## config.mk

```make
export PLATFORM = sky130hd
export DESIGN_NAME = alarm_sequencer
export DESIGN_NICKNAME = d
export VERILOG_FILES = /design/src/rtl/alarm_sequencer.sv
export SDC_FILE = /design/constraint.sdc
export NUM_CORES = 1
export LEC_CHECK = 0
export ABC_CLOCK_PERIOD_IN_PS = 2600
export CORE_MARGIN = 3
export CORE_UTILIZATION = 51
export DETAILED_ROUTE_END_ITERATION = 12
export PLACE_DENSITY = 0.89
export REMOVE_ABC_BUFFERS = 1
export SYNTH_ARGS = -nofsm -noshare
export SYNTH_HDL_FRONTEND = slang
export SYNTH_SLANG_ARGS = --single-unit
```

## constraint.sdc

```tcl
create_clock -name clk_in -period 2.6 [get_ports clk_in]
set_clock_uncertainty 0.1 [all_clocks]
set_input_delay 0.78 -clock clk_in [delete_from_list [all_inputs] [get_ports clk_in]]
set_output_delay 0.78 -clock clk_in [all_outputs]
set_load 0.05 [all_outputs]
```

## src/rtl/alarm_sequencer.sv

```systemverilog
// alarm_sequencer: alarm FSM gating policeSiren.enb, with stop, limited snooze and ring auto-timeout.
module alarm_sequencer #(
    parameter int RING_TIMEOUT_S = 60,
    parameter int SNOOZE_S       = 300,
    parameter int MAX_SNOOZE     = 3
) (
    input  logic       clk_in,
    input  logic       rst,
    input  logic       tick_1hz,
    input  logic [4:0] cur_hour,
    input  logic [5:0] cur_min,
    input  logic [5:0] cur_sec,
    input  logic [4:0] alm_hour,
    input  logic [5:0] alm_min,
    input  logic       alarm_arm,
    input  logic       stop_btn,
    input  logic       snooze_btn,
    output logic       siren_enb,
    output logic       snoozing,
    output logic [3:0] snooze_left,
    output logic       missed_pulse
);
    typedef enum logic [1:0] {IDLE, ARMED, RINGING, SNOOZE} state_t;

    localparam logic [15:0] RING_LAST = 16'(RING_TIMEOUT_S - 1);
    localparam logic [15:0] SNZ_LAST  = 16'(SNOOZE_S - 1);
    localparam logic [3:0]  SNZ_MAX   = 4'(MAX_SNOOZE);

    state_t      state_q, state_d;
    logic [15:0] timer_q, timer_d;
    logic [3:0]  cnt_q, cnt_d;
    logic        missed_d;
    logic        match;

    assign match = tick_1hz && cur_hour == alm_hour && cur_min == alm_min && cur_sec == 6'd0;
    assign snooze_left = SNZ_MAX - cnt_q;

    always_comb begin
        state_d  = state_q;
        timer_d  = timer_q;
        cnt_d    = cnt_q;
        missed_d = 1'b0;
        if (!alarm_arm) begin
            state_d = IDLE;
            timer_d = '0;
            cnt_d   = '0;
        end else begin
            case (state_q)
                IDLE: state_d = ARMED;
                ARMED: if (match) begin
                    state_d = RINGING;
                    timer_d = '0;
                    cnt_d   = '0;
                end
                RINGING: begin
                    if (stop_btn) begin
                        state_d = ARMED;
                        timer_d = '0;
                    end else if (snooze_btn && cnt_q < SNZ_MAX) begin
                        state_d = SNOOZE;
                        timer_d = '0;
                        cnt_d   = cnt_q + 4'd1;
                    end else if (tick_1hz) begin
                        // expiry is checked before increment so the timer never wraps
                        state_d  = timer_q == RING_LAST ? ARMED : RINGING;
                        missed_d = timer_q == RING_LAST;
                        timer_d  = timer_q == RING_LAST ? 16'd0 : timer_q + 16'd1;
                    end
                end
                SNOOZE: begin
                    if (stop_btn) begin
                        state_d = ARMED;
                        timer_d = '0;
                    end else if (tick_1hz) begin
                        state_d = timer_q == SNZ_LAST ? RINGING : SNOOZE;
                        timer_d = timer_q == SNZ_LAST ? 16'd0 : timer_q + 16'd1;
                    end
                end
                default: state_d = IDLE;
            endcase
        end
    end

    always_ff @(posedge clk_in or posedge rst) begin
        if (rst) begin
            state_q      <= IDLE;
            timer_q      <= '0;
            cnt_q        <= '0;
            siren_enb    <= 1'b0;
            snoozing     <= 1'b0;
            missed_pulse <= 1'b0;
        end else begin
            state_q      <= state_d;
            timer_q      <= timer_d;
            cnt_q        <= cnt_d;
            siren_enb    <= state_d == RINGING;
            snoozing     <= state_d == SNOOZE;
            missed_pulse <= missed_d;
        end
    end
endmodule
```

==> out/results.txt, run 1 <==
YS warnings -> 0
row cnt -> 21
critical path data required time -> 2710 ps
switching share of power -> 26.7%
simple logic cell fraction of the synthesized area -> 26.3%
Die Ht -> 66.7 um
Hold WC Path Type -> reg -> reg
NumNets Final -> 307
crit path cell chain -> clkdlybuf4s50_1, xnor2_1, nand3_2, or4_4, a211o_1, a21oi_2
vias in the first global route -> 1,788
Mapped Avg Cell Area -> 8.96 um^2
Post-Syn Area -> 1880 um^2
count leader, synth -> inv_1
first-pass GRT wire length -> 7920 um
Startpoint Class -> input port
via/cell ratio -> 5.97
remaining antenna violation count -> 0
GP Congestion -> 0.825
clock slew at reported path FFs -> 90 ps
Reg2Reg Setup Slack -> 280 ps
post-synth top area share -> 33.3%
Clock power frac -> 29.9%
Total Power -> 811 uW
Slew Limit Fails -> 0
hold buffer count at CTS -> 0
I/O pin count -> 41
Final Hold Fails -> 0
area grow syn2layout -> 34.7%
final setup vio count -> 0
Iteration-0 DRC Markers -> 190
layout cells sized above 1 -> 17.0%
CP endpoint kind -> flip-flop
fillcell total -> 253
total wire length -> 5140 um
Reg power frac -> 49.0%
NetSw -> 217 uW
top post-synthesis cells by count -> 26 x inv_1, 25 x dfrtp_1, 16 x nand2_1, 16 x nand3_1, 13 x o22ai_1
Setup CP Type -> in -> reg
Crit-path slowest cell -> or4_4
Final min period -> 2560 ps
Largest delay share family, worst path -> simple AND/OR/NAND/NOR gates
All-Layer GR Usage -> 23.2%
pin slew with the least headroom to its limit -> 626 ps
top_reg_cell synth -> dfrtp_1
relative slew slack -> 57.9%
CTS Sinks -> 25
Final period util -> 98.3%
post-synthesis mux area share -> 1.60%
combinational family with the most area after synthesis -> simple AND/OR/NAND/NOR gates
Yosys top cell by area -> dfrtp_1
VDD IR max -> 0.300 mV
run status -> finished clean
PortBufs -> 40
crit path buf inv count -> 1
CP Max Fanout -> 3
router iterations before antenna repair -> 4
Seq/Total Area, Yosys -> 33.3%
H-tree levels -> 1
max_cap viols -> 0
Pleak -> 0.985 nW
DP Area -> 2430 um^2
Worst-Skew Late Latency -> 280 ps
final instance area -> 2530 um^2
Die Wd -> 66.7 um
CTS tree -> built
via count -> 1,858
Synth Area in Adders -> 4.66%
Total Die Area -> 4450 um^2
number of remaining DRC errors -> 0
Syn Inst Count -> 210
Internal -> 594 uW
GRT overflow -> 0
core area -> 3440 um^2
Pwr per Cell Area -> 320 nW/um^2
Max Fclk -> 391 MHz
Initial Util -> 54.6%
Synth Area in Compound Gates -> 21.3%
CTS max path bufs -> 2
Logic pwr share -> 21.1%
number of synthesized flops with an enable pin -> 0
CTS Root Cell -> clkbuf_8
hpwl dp -> 3800 um
CTS Buf Count -> 3
Area contributors post-synth -> dfrtp_1 33%, inv_1 5.2%, xnor2_1 5.1%
Synth Area in XOR/XNOR -> 5.12%
Max stage delay on crit path -> 550 ps
Worst Path Arrival -> 2670 ps
Async S/R FF share, synth -> 100%
maximum number of pins on one net before global-route repair -> 26
post-synth cell types -> 47
initial antenna violation count -> 0
antenna cells -> 0
Synth Register Bits -> 25
WL/cell -> 16.5 um
per-layer routing:
metal,GRT usage (%),share of wire (%)
met5,0,0
met4,8.38,2.6
met3,4.89,4.7
met2,40.8,53
met1,27.5,40
cell families after synthesis:
group	Yosys count
buffers and inverters	33
XOR/XNOR	11
flip-flops	25
AND/OR/NAND/NOR	80
adder cells (fa/ha/maj)	7
multiplexers	3
AO/OA/AOI/OAI	51
through the flow:
stage	utilization [%]	setup slack, ps	std cells	setup TNS, ps	hold slack, ps
final	73.6	43.6	311	0	399
after global routing	73.6	-148	311	-2070	416
after CTS	72.1	42.4	311	0	400
after detailed placement	70.7	-251	307	-4620	381
after global placement	70.7	-235	307	-4330	371
after floorplan	-	-29.2	203	-29.2	352
final cells by class:
cell class	instances	area [um^2]	area share, %
multi-input combinational	152	1140	44.8
timing repair buffer	58	571	22.5
clock inverter	1	5.00	0.198
clock buffer	3	41.3	1.63
tap	46	57.6	2.27
sequential	25	626	24.7
inverter	26	97.6	3.85
worst register-to-register path, cell delays in order, from the launching register on:
cell and delay [ps]:
dfrtp_1 470, inv_1 120, ha_1 340, inv_1 180, nor3_1 460, a21oi_1 110
a21oi_2 120, buf_4 140, o311ai_0 130
flip-flops by register name, indices dropped and copies added (netlist names):
signal	flops
timer_q	16
missed_pulse	1
snoozing	1
siren_enb	1
cnt_q	4
state_q	2
repair_timing:
action,in CTS,in global routing
hold endpoints to repair,0,0
gates resized for setup,0,15
setup buffers,0,0
setup endpoints to repair,0,7
power groups by stage:
stage	logic [mW]	registers, mW	clock network [mW]
finish	0.171	0.397	0.243
global route	0.186	0.398	0.262
global placement	0.161	0.405	0
CTS	0.166	0.397	0.248
detailed placement	0.165	0.404	0
floorplan	0.0733	0.403	0
layout by cell type, fill, tap and decap left out, types with 2 or more instances in the layout:
cell and n:
nor4_1 2, nand3b_1 4, ha_1 7, nand2b_1 4, or4_4 4, nor2_1 10, xnor2_1 11, inv_1 26
o211ai_1 3, nand4b_1 2, o22ai_1 13, a211oi_1 7, dfrtp_1 25, mux2i_1 3, a211oi_2 6, buf_4 18
a21oi_2 4, o2111ai_1 2, nor3_1 5, nand4_1 7, clkdlybuf4s50_1 29, a21oi_1 4, nand3_1 15, nand2_1 16
o21ai_0 3, clkbuf_8 3, dlymetal6s2s_1 10
path summary, 6_finish.rpt:
check,endpoint,from,cells after the start
min,timer_q[15],timer_q[15],1
min reg2reg,timer_q[15],timer_q[15],1
max reg2reg,cnt_q[3],state_q[0],8
max,snoozing,alm_min[1],6
min in group asynchronous,timer_q[11],rst,3
max in group asynchronous,timer_q[12],rst,3
Note: power is estimated with default switching activity, not from simulation.
==> run 2, diff against run 1 <==
--- a/config.mk
+++ b/config.mk
@@ -11,3 +11,3 @@
 export DETAILED_ROUTE_END_ITERATION = 12
-export PLACE_DENSITY = 0.89
+export PLACE_DENSITY_LB_ADDON = 0.3
 export REMOVE_ABC_BUFFERS = 1
--- a/constraint.sdc
+++ b/constraint.sdc
@@ -4,2 +4,2 @@
 set_output_delay 0.78 -clock clk_in [all_outputs]
-set_load 0.05 [all_outputs]
+set_load 0.1 [all_outputs]
==> out/results.txt, run 2 (synthesized netlist as in run 1, its figures left out) <==
run status -> finished clean
Slew Limit Fails -> 0
hold buffer count at CTS -> 0
WL/cell -> 16.8 um
maximum number of pins on one net before global-route repair -> 26
core area -> 3440 um^2
Final Hold Fails -> 0
Setup CP Type -> in -> reg
Hold WC Path Type -> reg -> reg
CTS Sinks -> 25
Final period util -> 99.1%
Worst R2R Start -> timer_q[10]
All-Layer GR Usage -> 23.4%
Worst-Skew Late Latency -> 270 ps
top flop regs -> timer_q (16), cnt_q (4), state_q (2)
Startpoint Class -> input port
highest-count cells in the layout ignoring fill and taps -> 26 x inv_1, 25 x dfrtp_1, 25 x buf_4, 20 x clkdlybuf4s50_1
hpwl dp -> 3770 um
vias in the first global route -> 1,746
Die Ht -> 66.7 um
VDD IR max -> 0.467 mV
antenna cells -> 0
CTS tree -> built
Post-Layout Cell Count -> 314
relative slew slack -> 59.9%
clock slew at reported path FFs -> 90 ps
worst r2r dst -> timer_q[9]
remaining antenna violation count -> 0
area grow syn2layout -> 37.0%
via/cell ratio -> 5.86
commonest non-fill, non-tap cell in the layout -> inv_1
Pwr per Cell Area -> 314 nW/um^2
I/O pin count -> 41
Worst R2R Path Depth -> 6
total setup buffers inserted after CTS -> 0
Setup crit end -> timer_q[4]
total wire length -> 5260 um
pin slew with the least headroom to its limit -> 598 ps
number of remaining DRC errors -> 0
via count -> 1,840
Initial Util -> 54.6%
router iterations before antenna repair -> 4
Pleak -> 1.03 nW
max reg flops -> 16
DP Area -> 2450 um^2
critical path data required time -> 2650 ps
Worst Path Arrival -> 2630 ps
first-pass GRT wire length -> 8020 um
initial antenna violation count -> 0
Reg2Reg Setup Slack -> 180 ps
final instance area -> 2580 um^2
Setup TNS -> 0 ps
max_cap viols -> 0
H-tree levels -> 1
CP Max Fanout -> 6
PortBufs -> 40
final setup vio count -> 0
CTS Root Cell -> clkbuf_8
largest reg by FF count -> timer_q
CTS max path bufs -> 2
layout cells sized above 1 -> 20.1%
CTS Buf Count -> 3
Fin Hold WS -> 411 ps
Total Die Area -> 4450 um^2
CP startpoint -> alm_min[3]
Final min period -> 2580 ps
Die Wd -> 66.7 um
GRT overflow -> 0
row cnt -> 21
Max Fclk -> 388 MHz
GP Congestion -> 0.864
NumNets Final -> 310
Post-Route Utilization -> 74.8%
Inst Count DP -> 309
Iteration-0 DRC Markers -> 123
CP endpoint kind -> flip-flop
[run 2: cell count changes in the layout (fill, tap and decap cells not counted), moves of 2 or more]
cell / before / now
a211oi_1: 7 / 4
a211oi_2: 6 / 9
buf_4: 18 / 25
clkdlybuf4s50_1: 29 / 20
dlygate4sd2_1: 0 / 2
[run 2: metrics by stage]
step | total power, mW | setup slack [ps]
2_1_floorplan | 0.476 | -369
3_3_place_gp | 0.567 | -250
3_5_place_dp | 0.570 | -353
4_1_cts | 0.807 | 0.681
5_1_grt | 0.843 | -68.3
6_report | 0.810 | 24.1
[run 2: power breakdown]
| part | internal [mW] | leakage (nW) | switching [mW] | total (mW) |
|---|---|---|---|---|
| clock network | 0.110 | 0.0228 | 0.128 | 0.237 |
| registers | 0.391 | 0.348 | 0.00621 | 0.398 |
| logic | 0.0993 | 0.658 | 0.0753 | 0.175 |
[run 2: timing repair]
item / CTS / global route
gates cloned: 0 / 1
endpoints found under the setup margin: 2 / 15
hold endpoints to repair: 0 / 0
pin swaps: 1 / 14
gates resized for setup: 5 / 15
[run 2: worst min path at each step]
stage | startpoint | to | slack [ps] | cells past startpoint
2_1_floorplan | timer_q[15] | timer_q[15] | 350 | 1
3_3_place_gp | timer_q[15] | timer_q[15] | 380 | 1
3_5_place_dp | timer_q[15] | timer_q[15] | 390 | 1
4_1_cts | timer_q[15] | timer_q[15] | 410 | 1
5_1_grt | timer_q[15] | timer_q[15] | 420 | 1
6_report | timer_q[15] | timer_q[15] | 410 | 1
[run 2: metal layers]
layer,GRT usage (%),wire (um),vias to the layer above
li1,-,-,897
met1,28.6,2130,874
met2,41.2,2720,55
met3,5.40,268,14
met4,6.09,137,0
met5,0,0,-
[run 2: cell type report]
cell class	count	area [um^2]
repair buffers	61	608
fillers	246	866
multi-input cells	152	1140
flip-flops and latches	25	626
well taps	46	57.6
inverters	26	97.6
clock buffers	4	45.0
[run 2: critical path, stage by stage]
cell             delay, ps
clkdlybuf4s50_1        480
xnor2_1                130
nand3_1                140
o41a_1                 540
buf_12                 200
a211oi_1               210
o22ai_1                140
